--- src/rtl/seq_mantissa_divider.sv ---
// Radix-2 restoring divider for floating-point mantissas with implicit leading 1.
// Produces a normalised WIDTH-bit quotient fraction plus exponent-adjust and sticky flags.
module seq_mantissa_divider #(
  parameter int WIDTH = 24
) (
  input  logic             clk,
  input  logic             rst_n,
  input  logic             flush,
  input  logic             in_valid,
  output logic             in_ready,
  input  logic [WIDTH-1:0] m1,
  input  logic [WIDTH-1:0] m2,
  output logic             out_valid,
  input  logic             out_ready,
  output logic [WIDTH-1:0] m3,
  output logic             decrement_exponent,
  output logic             sticky
);

  localparam int QW = WIDTH + 2;
  localparam int CW = $clog2(WIDTH + 2);
  localparam logic [CW-1:0] LAST_BIT = CW'(WIDTH + 1);

  typedef enum logic [1:0] {
    IDLE   = 2'd0,
    DIVIDE = 2'd1,
    DONE   = 2'd2
  } state_t;

  state_t            state_q, state_d;
  logic [CW-1:0]     cnt_q, cnt_d;
  logic [WIDTH:0]    d_q, d_d;
  logic [WIDTH:0]    v_q, v_d;
  logic [QW-1:0]     rem_q, rem_d;
  logic [QW-1:0]     quo_q, quo_d;
  logic [WIDTH-1:0]  m3_q, m3_d;
  logic              dec_q, dec_d;
  logic              sticky_q, sticky_d;

  // One restoring step; the first step divides D itself, later steps shift in zeros.
  logic [QW-1:0]     shifted;
  logic [QW-1:0]     divisor_ext;
  logic [QW-1:0]     rem_step;
  logic [QW-1:0]     quo_step;
  logic              q_bit;
  logic              rem_nz;

  always_comb begin
    divisor_ext = {1'b0, v_q};
    shifted     = (cnt_q == '0) ? {1'b0, d_q} : (rem_q << 1);
    q_bit       = (shifted >= divisor_ext);
    rem_step    = q_bit ? (shifted - divisor_ext) : shifted;
    quo_step    = (quo_q << 1) | QW'(q_bit);
    rem_nz      = |rem_step;
  end

  always_comb begin
    state_d  = state_q;
    cnt_d    = cnt_q;
    d_d      = d_q;
    v_d      = v_q;
    rem_d    = rem_q;
    quo_d    = quo_q;
    m3_d     = m3_q;
    dec_d    = dec_q;
    sticky_d = sticky_q;

    if (flush) begin
      state_d = IDLE;
    end else begin
      case (state_q)
        IDLE: begin
          if (in_valid) begin
            d_d     = {1'b1, m1};
            v_d     = {1'b1, m2};
            rem_d   = '0;
            quo_d   = '0;
            cnt_d   = '0;
            state_d = DIVIDE;
          end
        end
        DIVIDE: begin
          rem_d = rem_step;
          quo_d = quo_step;
          cnt_d = cnt_q + CW'(1);
          if (cnt_q == LAST_BIT) begin
            state_d = DONE;
            // Quotient lies in [1,4) scaled; top bit clear means it was below 2.0 relative to D<<W.
            if (quo_step[QW-1]) begin
              m3_d     = quo_step[WIDTH:1];
              dec_d    = 1'b0;
              sticky_d = quo_step[0] | rem_nz;
            end else begin
              m3_d     = quo_step[WIDTH-1:0];
              dec_d    = 1'b1;
              sticky_d = rem_nz;
            end
          end
        end
        DONE: begin
          if (out_ready) begin
            state_d = IDLE;
          end
        end
        default: begin
          state_d = IDLE;
        end
      endcase
    end
  end

  always_ff @(posedge clk or negedge rst_n) begin
    if (!rst_n) begin
      state_q  <= IDLE;
      cnt_q    <= '0;
      d_q      <= '0;
      v_q      <= '0;
      rem_q    <= '0;
      quo_q    <= '0;
      m3_q     <= '0;
      dec_q    <= 1'b0;
      sticky_q <= 1'b0;
    end else begin
      state_q  <= state_d;
      cnt_q    <= cnt_d;
      d_q      <= d_d;
      v_q      <= v_d;
      rem_q    <= rem_d;
      quo_q    <= quo_d;
      m3_q     <= m3_d;
      dec_q    <= dec_d;
      sticky_q <= sticky_d;
    end
  end

  assign in_ready           = (state_q == IDLE);
  assign out_valid          = (state_q == DONE);
  assign m3                 = m3_q;
  assign decrement_exponent = dec_q;
  assign sticky             = sticky_q;

endmodule

--- config.mk ---
export PLATFORM = sky130hd
export DESIGN_NAME = seq_mantissa_divider
export DESIGN_NICKNAME = d
export VERILOG_FILES = /design/src/rtl/seq_mantissa_divider.sv
export SDC_FILE = /design/constraint.sdc
export NUM_CORES = 1
export LEC_CHECK = 0
export CAP_MARGIN = 20
export CORE_MARGIN = 3
export CORE_UTILIZATION = 40
export CTS_CLUSTER_SIZE = 25
export DETAILED_ROUTE_END_ITERATION = 8
export GPL_TIMING_DRIVEN = 0
export PLACE_DENSITY_LB_ADDON = 0.05
export SLEW_MARGIN = 20
export SYNTH_ARGS = -nofsm -noshare
export SYNTH_HDL_FRONTEND = slang
export SYNTH_SLANG_ARGS = --single-unit
--- constraint.sdc ---
create_clock -name clk -period 4.7 [get_ports clk]
set_input_delay 0.705 -clock clk [delete_from_list [all_inputs] [get_ports clk]]
set_output_delay 0.705 -clock clk [all_outputs]
set_load 0.005 [all_outputs]
==> flow_summary.yaml, run 1 <==
flow_run:
  max_cap_violations: 0
placement:
  place_area_um2: 8410
  gp_congestion: 0.867
  dp_cells: 1061
  portBuffers: 80
  place_hpwl_um: 16400
clocking:
  path_clk_slew_ns: 0.07
  clock_tree.buffer_depth: 2
  cts-buffers-inserted: 17
  clock_latency_ns: 0.44
  cts-root-buf: "clkbuf_16"
  tritoncts: "built"
  cts_num_sinks: 132
  htreeDepth: 4
setup_path:
  r2r_setup_slack_ns: 0.19
  critical-path-top-delay-family: "buffers and inverters"
  required_ns: 4.99
  cp_slowest_stage_delay_ns: 0.47
  end_kind: "register"
  path_buf_inv: 6
  cp.arrival_ns: 4.79
  cp_cell_sequence: "inv_1, ha_1, nor4b_2, buf_6, buf_12, mux2i_2, inv_1, ha_1, nand2_1, o21a_1, o32a_1, and4_2, o21ai_4, buf_2, buf_2, mux2i_1, o21ai_0"
  worst_path_max_delay_cell: "ha_1"
  start_kind: "register"
  crit_type: "reg2reg"
  crit_fanout: 10
logic_synthesis:
  syn-num-nets: 837
  synthArstFlopShare: 1.00
  synth_area_per_cell_um2: 9.66
  yosys.cell_types.count: 57
  netlist_area_um2: 7290
  synth-edff-count: 0
  netlist_instances: 755
  synth_seq_cells: 132
  synth_ff_type: "dfrtp_1"
  seq_area_frac_synth: 0.453
  synth-warning-count: 0
power:
  power_density_nw_per_um2: 620
  finalPower_mw: 5.70
  vdd_ir_drop_max_mv: 0.281
  leakagePower_nw: 4.05
detailed_routing:
  drt_iter0_drc: 436
  drc: 0
  antenna_left: 0
  wl_per_cell_um: 19.6
  wl_um: 21400
  vias: 6017
  first_pass_iters: 5
  vias_per_cell: 5.49
layout:
  fin_nets: 939
  area_growth_pct: 26.1
  final_core_util: 0.522
  layout.cells.non_filler: 1095
  n_antenna_cell: 0
  seqCellArea_um2: 3300
  multi_input_area_um2: 3770
  final_layout_size_suffix_gt1_frac: 0.130
  fill_cells: 1629
  fin_area_um2: 9190
floorplan:
  fp-row-count: 48
  start_util: 0.414
  design.core.area_um2: 17600
  die-area_um2: 19900
  die_h_um: 141
  ios: 81
  fp.dieW_um: 141
timing:
  final_hold_viol_count: 0
  min_period_over_period: 0.959
  max_freq_mhz: 222
  period_needed_ns: 4.51
  slew_headroom: 0.403
  tightest_slew_ns: 0.883
  setup_viol: 0
  slew_viol_final: 0
  clock_skew_ns: 0.0236
  holdWs_ns: 0.138
worst_hold_path:
  hp-class: "in2async"
grt:
  gr-usage-all-layers: 0.221
  grt_pass1_vias: 5971
  overflow: 0
  antenna_found_initial: 0
  grt_pass1_wl_um: 34100
  grt_max_degree: 98
status:
  status: "complete, no violations"
-- worst register-to-register path: stages (launching register included) --
cell and delay, ns:
dfrtp_1 0.44, inv_1 0.08, ha_1 0.13, nor4b_2 0.21, buf_6 0.17, buf_12 0.13, mux2i_2 0.34, inv_1 0.13
ha_1 0.47, nand2_1 0.10, o21a_1 0.24, o32a_1 0.38, and4_2 0.29, o21ai_4 0.25, buf_2 0.31, buf_2 0.30
mux2i_1 0.29, o21ai_0 0.11
-- registers in the layout, indices dropped and copies added, names as in the netlist --
| name | flops |
|---|---|
| v_q | 24 |
| decrement_exponent | 1 |
| m3 | 24 |
| d_q | 25 |
| cnt_q | 5 |
| quo_q | 25 |
| rem_q | 25 |
| state_q | 2 |
| sticky | 1 |
-- cells by family (layout without fill, tap and decap cells) --
| family | count (synthesis) | in the layout | synth area share |
|---|---|---|---|
| adders and majority gates | 29 | 29 | 0.0508 |
| AOI/OAI and AO/OA | 193 | 193 | 0.169 |
| and+or+nand+nor | 203 | 203 | 0.131 |
| buffers and inverters | 92 | 207 | 0.0499 |
| DFF | 132 | 132 | 0.453 |
| muxes | 82 | 82 | 0.118 |
| xor gates and xnor gates | 24 | 24 | 0.0288 |
-- report_power, final --
part           total (mW)  internal (mW)  switching, mW
Combinational        2.90           1.10           1.80
Sequential           1.43           1.31          0.122
Clock                1.36          0.796          0.563
-- cells in the final DEF, fill, tap and decap left out, types with 4 or more instances in the layout --
master,instances
a21o_1,4
a21oi_1,59
a21oi_2,5
a22o_1,33
a31oi_1,4
buf_2,10
clkbuf_1,25
clkbuf_16,17
clkdlybuf4s50_1,79
dfrtp_1,132
ha_1,26
inv_1,50
inv_6,5
mux2_2,31
mux2i_1,41
mux2i_2,4
mux2i_4,6
nand2_1,80
nand3_1,12
nand4_1,10
nor2_1,60
nor4_1,5
o21a_1,7
o21ai_0,50
o21ai_1,4
o31ai_1,6
or3_1,4
xnor2_1,13
xor2_1,11
-- worst paths after layout --
path / depth (start not counted) / to / from
worst max-delay path: 17 / rem_q[2] / cnt_q[0]
min in group clk: 2 / rem_q[16] / rem_q[16]
worst max register to register: 17 / rem_q[2] / cnt_q[0]
worst min-delay path: 1 / v_q[2] / rst_n
max in group asynchronous: 2 / d_q[1] / rst_n
worst min register to register: 2 / rem_q[16] / rem_q[16]
-- per-stage QoR --
step                setup WS (ns)   TNS, ns
detailed placement         -0.778    -11.48
global placement            -2.33   -315.80
global route             -0.00746  -0.00983
floorplan                   0.503         0
CTS                        0.0305         0
finish                      0.192         0
-- area by class of cell --
cell class / count / share of cell area
multi-input combinational: 531 / 0.410
sequential: 132 / 0.359
timing repair buffer: 85 / 0.0953
clock buffer: 17 / 0.0463
tap: 225 / 0.0306
inverter: 51 / 0.0208
buffer: 39 / 0.0189
clock inverter: 15 / 0.0186
-- cell usage after synthesis, types with 4 or more instances --
library cell | count | share of area
a31oi_1 | 4 | 0.0034
nand3_1 | 12 | 0.0082
mux2i_1 | 51 | 0.070
mux2_2 | 31 | 0.048
nor2_1 | 61 | 0.031
nand4_1 | 10 | 0.0086
buf_2 | 12 | 0.0082
o21ai_1 | 4 | 0.0027
o31ai_1 | 6 | 0.0062
o21ai_0 | 50 | 0.034
or3_1 | 4 | 0.0034
inv_1 | 50 | 0.026
clkbuf_1 | 26 | 0.013
ha_1 | 28 | 0.048
nor4_1 | 5 | 0.0043
nand2_1 | 80 | 0.041
xnor2_1 | 13 | 0.016
xor2_1 | 11 | 0.013
a21o_1 | 4 | 0.0041
a22o_1 | 33 | 0.040
dfrtp_1 | 132 | 0.45
o21a_1 | 7 | 0.0072
a21oi_1 | 64 | 0.044
-- layer usage --
layer,share of wire,up-vias,global-route usage
met2,0.46,147,0.341
met1,0.49,2989,0.326
met3,0.043,15,0.0339
met4,0.011,0,0.0576
met5,0,-,0
li1,-,2866,-
-- what timing repair did --
action                                  CTS  global route
pin swaps                                 0             3
endpoints found under the setup margin   27            16
gates resized for setup                  11            22
setup buffers                             4             0
hold buffers                              0             0
Power figures use the tool's default switching activity.
==> run 2, diff against run 1 <==
--- a/config.mk
+++ b/config.mk
@@ -12,6 +12,7 @@
 export DETAILED_ROUTE_END_ITERATION = 8
 export GPL_TIMING_DRIVEN = 0
 export PLACE_DENSITY_LB_ADDON = 0.05
+export SKIP_CTS_REPAIR_TIMING = 1
 export SLEW_MARGIN = 20
 export SYNTH_ARGS = -nofsm -noshare
 export SYNTH_HDL_FRONTEND = slang
==> run 2 against run 1 <==
Against the previous run:
- clock power about the same
- largest power group unchanged
- die area unchanged
- flip-flop and latch count unchanged
- sequential power about the same
- via count decreased by 0.12%
- sequential share of layout area decreased by 0.30 points
- critical path depth increased by 1
- global-route usage decreased by 0.14 points
- total power increased by 1.4%
- first-iteration DRC count decreased by 6.4%
- clock skew increased by 0.0018 ns
- fmax decreased by 1.1%
- largest cell class unchanged
==> flow_summary.yaml, run 2 (same netlist as run 1, synthesis figures left out) <==
floorplan:
  start_util: 0.414
  fp.dieW_um: 141
  design.core.area_um2: 17600
  fp-row-count: 48
  ios: 81
  die-area_um2: 19900
  die_h_um: 141
placement:
  place_hpwl_um: 16400
  portBuffers: 80
  place_area_um2: 8410
  gp_congestion: 0.867
timing:
  max_freq_mhz: 219
  min_period_over_period: 0.970
  setup_viol: 0
  slew_headroom: 0.312
  period_needed_ns: 4.56
  clock_skew_ns: 0.0254
  finalSetupTns_ns: 0
  tightest_slew_ns: 1.02
  slew_viol_final: 0
  final_hold_viol_count: 0
grt:
  antenna_found_initial: 0
  overflow: 0
  gr-usage-all-layers: 0.220
  grt_pass1_vias: 5947
  grt_max_degree: 98
  grt_pass1_wl_um: 33800
setup_path:
  start_kind: "register"
  end_kind: "register"
  required_ns: 5.00
  cp.arrival_ns: 4.86
  crit_fanout: 6
  crit_type: "reg2reg"
detailed_routing:
  vias_per_cell: 5.47
  drt_iter0_drc: 408
  antenna_left: 0
  vias: 6010
  first_pass_iters: 5
  wl_um: 21600
  drc: 0
  wl_per_cell_um: 19.6
clocking:
  tritoncts: "built"
  cts-buffers-inserted: 17
  htreeDepth: 4
  cts_num_sinks: 132
  clock_latency_ns: 0.44
  path_clk_slew_ns: 0.07
  cts-root-buf: "clkbuf_16"
  clock_tree.buffer_depth: 2
power:
  finalPower_mw: 5.78
  pwr-share-comb: 0.516
  power_density_nw_per_um2: 623
  p_int_mw: 3.26
  leakagePower_nw: 4.09
  seq_power_share: 0.248
  vdd_ir_drop_max_mv: 0.277
  power_frac_clock: 0.236
  swShare: 0.435
  p_sw_mw: 2.51
layout:
  final_cell_mix: "dfrtp_1, nand2_1, clkdlybuf4s50_1"
  n_antenna_cell: 0
  fin_nets: 943
  layout_commonest_cell: "dfrtp_1"
  area_growth_pct: 27.2
  top_regs: "d_q (25), quo_q (25), rem_q (25)"
  final_layout_size_suffix_gt1_frac: 0.135
  fill_cells: 1622
  fin_area_um2: 9270
status:
  status: "complete, no violations"
flow_run:
  max_cap_violations: 0
worst_hold_path:
  hp-class: "in2async"
[run 2: cell count changes in the layout (fill, tap and decap cells not counted), sizes merged]
cell,before,now
buf,20,21
clkbuf,42,45
[run 2: layout make-up]
cell class | instances | area [um2] | share of cell area
Clock inverter | 15 | 171 | 0.0185
Buffer | 40 | 204 | 0.0220
Multi-Input combinational cell | 531 | 3790 | 0.409
Sequential cell | 132 | 3300 | 0.356
Tap cell | 225 | 282 | 0.0304
Inverter | 51 | 194 | 0.0209
Clock buffer | 17 | 425 | 0.0459
Timing Repair Buffer | 88 | 903 | 0.0974
[run 2: stage by stage]
step / cells / worst slack, ns / hold slack [ns] / utilization
after detailed placement: 1061 / -0.778 / 0.468 / 0.478
final: 1099 / 0.143 / 0.135 / 0.527
after CTS: 1093 / -0.813 / 0.136 / 0.512
after floorplan: 755 / 0.503 / 0.409 / -
after global placement: 1060 / -2.33 / 0.462 / 0.476
after global routing: 1099 / -0.0148 / 0.152 / 0.527
[run 2: path summary, 6_finish.rpt]
kind / startpoint / to / slack, ns / depth (start not counted)
worst min-delay path: rst_n / v_q[2] / 0.14 / 1
worst min register to register: rem_q[16] / rem_q[16] / 0.48 / 2
worst max register to register: cnt_q[1] / sticky / 0.14 / 18
max in group asynchronous: rst_n / d_q[1] / 3.78 / 2
min in group clk: rem_q[16] / rem_q[16] / 0.48 / 2
worst max-delay path: cnt_q[1] / sticky / 0.14 / 18
[run 2: metal layers]
metal / up-vias / part of all wire / global-route usage
met2: 150 / 0.46 / 0.336
li1: 2868 / - / -
met4: 0 / 0.012 / 0.0602
met3: 17 / 0.050 / 0.0346
met1: 2975 / 0.48 / 0.325
met5: - / 0 / 0
[run 2: power by group through the flow]
stage	Clock (mW)	Sequential, mW	Combinational (mW)
after floorplan	0	1.40	1.91
after global placement	0	1.43	2.67
after detailed placement	0	1.44	2.68
after CTS	1.39	1.41	2.70
after global routing	1.44	1.45	3.24
final	1.36	1.43	2.98
[run 2: worst max-delay path, stage by stage (launching register included)]
cell and delay, ns:
dfrtp_1 0.40, inv_1 0.10, ha_1 0.14, nor4b_2 0.18, buf_4 0.20, buf_4 0.18, mux2i_1 0.28, inv_1 0.13
ha_1 0.41, a21oi_1 0.29, o21a_4 0.21, o32a_1 0.27, and4_4 0.30, o21ai_4 0.10, buf_4 0.17, or4_1 0.46
o41ai_4 0.10, o2111ai_1 0.17, o32a_1 0.35
==> run 3, diff against run 2 <==
--- a/config.mk
+++ b/config.mk
@@ -6,7 +6,6 @@
 export NUM_CORES = 1
 export LEC_CHECK = 0
 export CAP_MARGIN = 20
-export CORE_MARGIN = 3
 export CORE_UTILIZATION = 40
 export CTS_CLUSTER_SIZE = 25
 export DETAILED_ROUTE_END_ITERATION = 8
==> run 3 against run 2 <==
Against the previous run:
- utilization shrank 1.1 points
- register-to-register slack is essentially flat
- sequential power about the same
- critical path depth is 1 lower
- clock power about the same
- combinational power is 2% higher
- global-route usage is 2.6 points higher
- worst hold slack improved by 0.035 ns
- worst setup slack worse by 0.0092 ns
- total power is 1.2% higher
- design area down 0.30%
- non-clock buffer count rose by 3
- critical path type unchanged
- critical endpoint unchanged
==> flow_summary.yaml, run 3 (same netlist as run 1, synthesis figures left out) <==
setup_path:
  r2r-start: "cnt_q[0]"
  path_buf_inv: 4
  startpoint: "cnt_q[0]"
  start_kind: "register"
  cp_cell_sequence: "inv_1, ha_1, nor4b_2, buf_4, buf_8, mux2i_1, inv_1, ha_1, a21oi_1, o211ai_1, a21oi_1, nand2_1, a31oi_1, xnor2_1, o41ai_4, o2111ai_1, o32a_1"
  critical-path-top-delay-family: "compound AO/OA/AOI/OAI gates"
  crit_fanout: 10
  crit_type: "reg2reg"
  cp.arrival_ns: 4.87
  worst_path_max_delay_cell: "o41ai_4"
  required_ns: 5.00
  end_kind: "register"
  cp_slowest_stage_delay_ns: 0.51
layout:
  n_antenna_cell: 0
  top_regs: "d_q (25), quo_q (25), rem_q (25)"
  final_core_util: 0.516
  final_cell_mix: "dfrtp_1, nand2_1, clkdlybuf4s50_1"
  layout_commonest_cell: "dfrtp_1"
  final_layout_size_suffix_gt1_frac: 0.136
  area_growth_pct: 26.8
  fin_nets: 946
  fill_cells: 1670
clocking:
  clock_latency_ns: 0.43
  cts_num_sinks: 132
  clock_tree.buffer_depth: 2
  cts-root-buf: "clkbuf_16"
  cts-buffers-inserted: 17
  tritoncts: "built"
  path_clk_slew_ns: 0.06
  htreeDepth: 4
power:
  vdd_ir_drop_max_mv: 0.282
  power_density_nw_per_um2: 633
  finalPower_mw: 5.85
  leakagePower_nw: 4.09
grt:
  gr-usage-all-layers: 0.245
  antenna_found_initial: 0
  grt_pass1_wl_um: 33700
  overflow: 0
  grt_pass1_vias: 6046
  grt_max_degree: 87
detailed_routing:
  vias: 6049
  vias_per_cell: 5.47
  wl_per_cell_um: 19.9
  first_pass_iters: 5
  drt_iter0_drc: 285
  wl_um: 22000
  antenna_left: 0
  drc: 0
floorplan:
  start_util: 0.407
  die-area_um2: 18800
  fp-row-count: 49
  die_h_um: 137
  fp.dieW_um: 137
  design.core.area_um2: 17900
  ios: 81
status:
  status: "complete, no violations"
worst_hold_path:
  hp-class: "in2async"
timing:
  period_needed_ns: 4.57
  slew_viol_final: 0
  max_freq_mhz: 219
  final_hold_viol_count: 0
  tightest_slew_ns: 0.793
  slew_headroom: 0.467
  setup_viol: 0
  min_period_over_period: 0.971
  clock_skew_ns: 0.0125
  final.setup.worst_slack_ns: 0.134
flow_run:
  max_cap_violations: 0
placement:
  gp_congestion: 0.946
  portBuffers: 80
  place_ws_ns: -0.944
  place_hpwl_um: 16800
run 3: where the power goes:
| part | leakage (nW) | internal, mW | total [mW] | switching, mW |
|---|---|---|---|---|
| Combinational | 2.09 | 1.16 | 3.05 | 1.90 |
| Sequential | 1.72 | 1.31 | 1.43 | 0.113 |
| Clock | 0.283 | 0.804 | 1.37 | 0.567 |
run 3: cell type report:
type | instances | area (um2) | area share
flip-flops and latches | 132 | 3300 | 0.357
clock buffers | 19 | 443 | 0.0479
multi-input cells | 531 | 3760 | 0.407
repair buffers | 91 | 908 | 0.0983
clock inverters | 12 | 148 | 0.0160
plain buffers | 40 | 201 | 0.0218
well taps | 229 | 287 | 0.0310
inverters | 51 | 194 | 0.0210
run 3: final timing paths:
check                       endpoint  slack (ns)  depth (start not counted)
setup / recovery              sticky        0.13                         17
hold / removal             quo_q[20]        0.17                          1
setup reg to reg              sticky        0.13                         17
hold reg to reg            rem_q[21]        0.48                          2
max in group asynchronous   rem_q[3]        3.77                          2
min in group clk           rem_q[21]        0.48                          2
run 3: through the flow:
step	TNS, ns	instance area (um2)	hold slack [ns]	cells
after floorplan	0	7290	0.409	755
after global placement	-307.75	8380	0.461	1064
after detailed placement	-13.28	8420	0.469	1065
after CTS	-14.09	9010	0.183	1096
after global routing	-0.0268	9240	0.191	1105
final	0	9240	0.171	1105
run 3: metal layers:
layer	vias up	track usage	routed length, um
li1	2884	-	-
met1	2983	0.302	9590
met2	149	0.428	11100
met3	33	0.0359	711
met4	0	0.101	654
met5	-	0	0
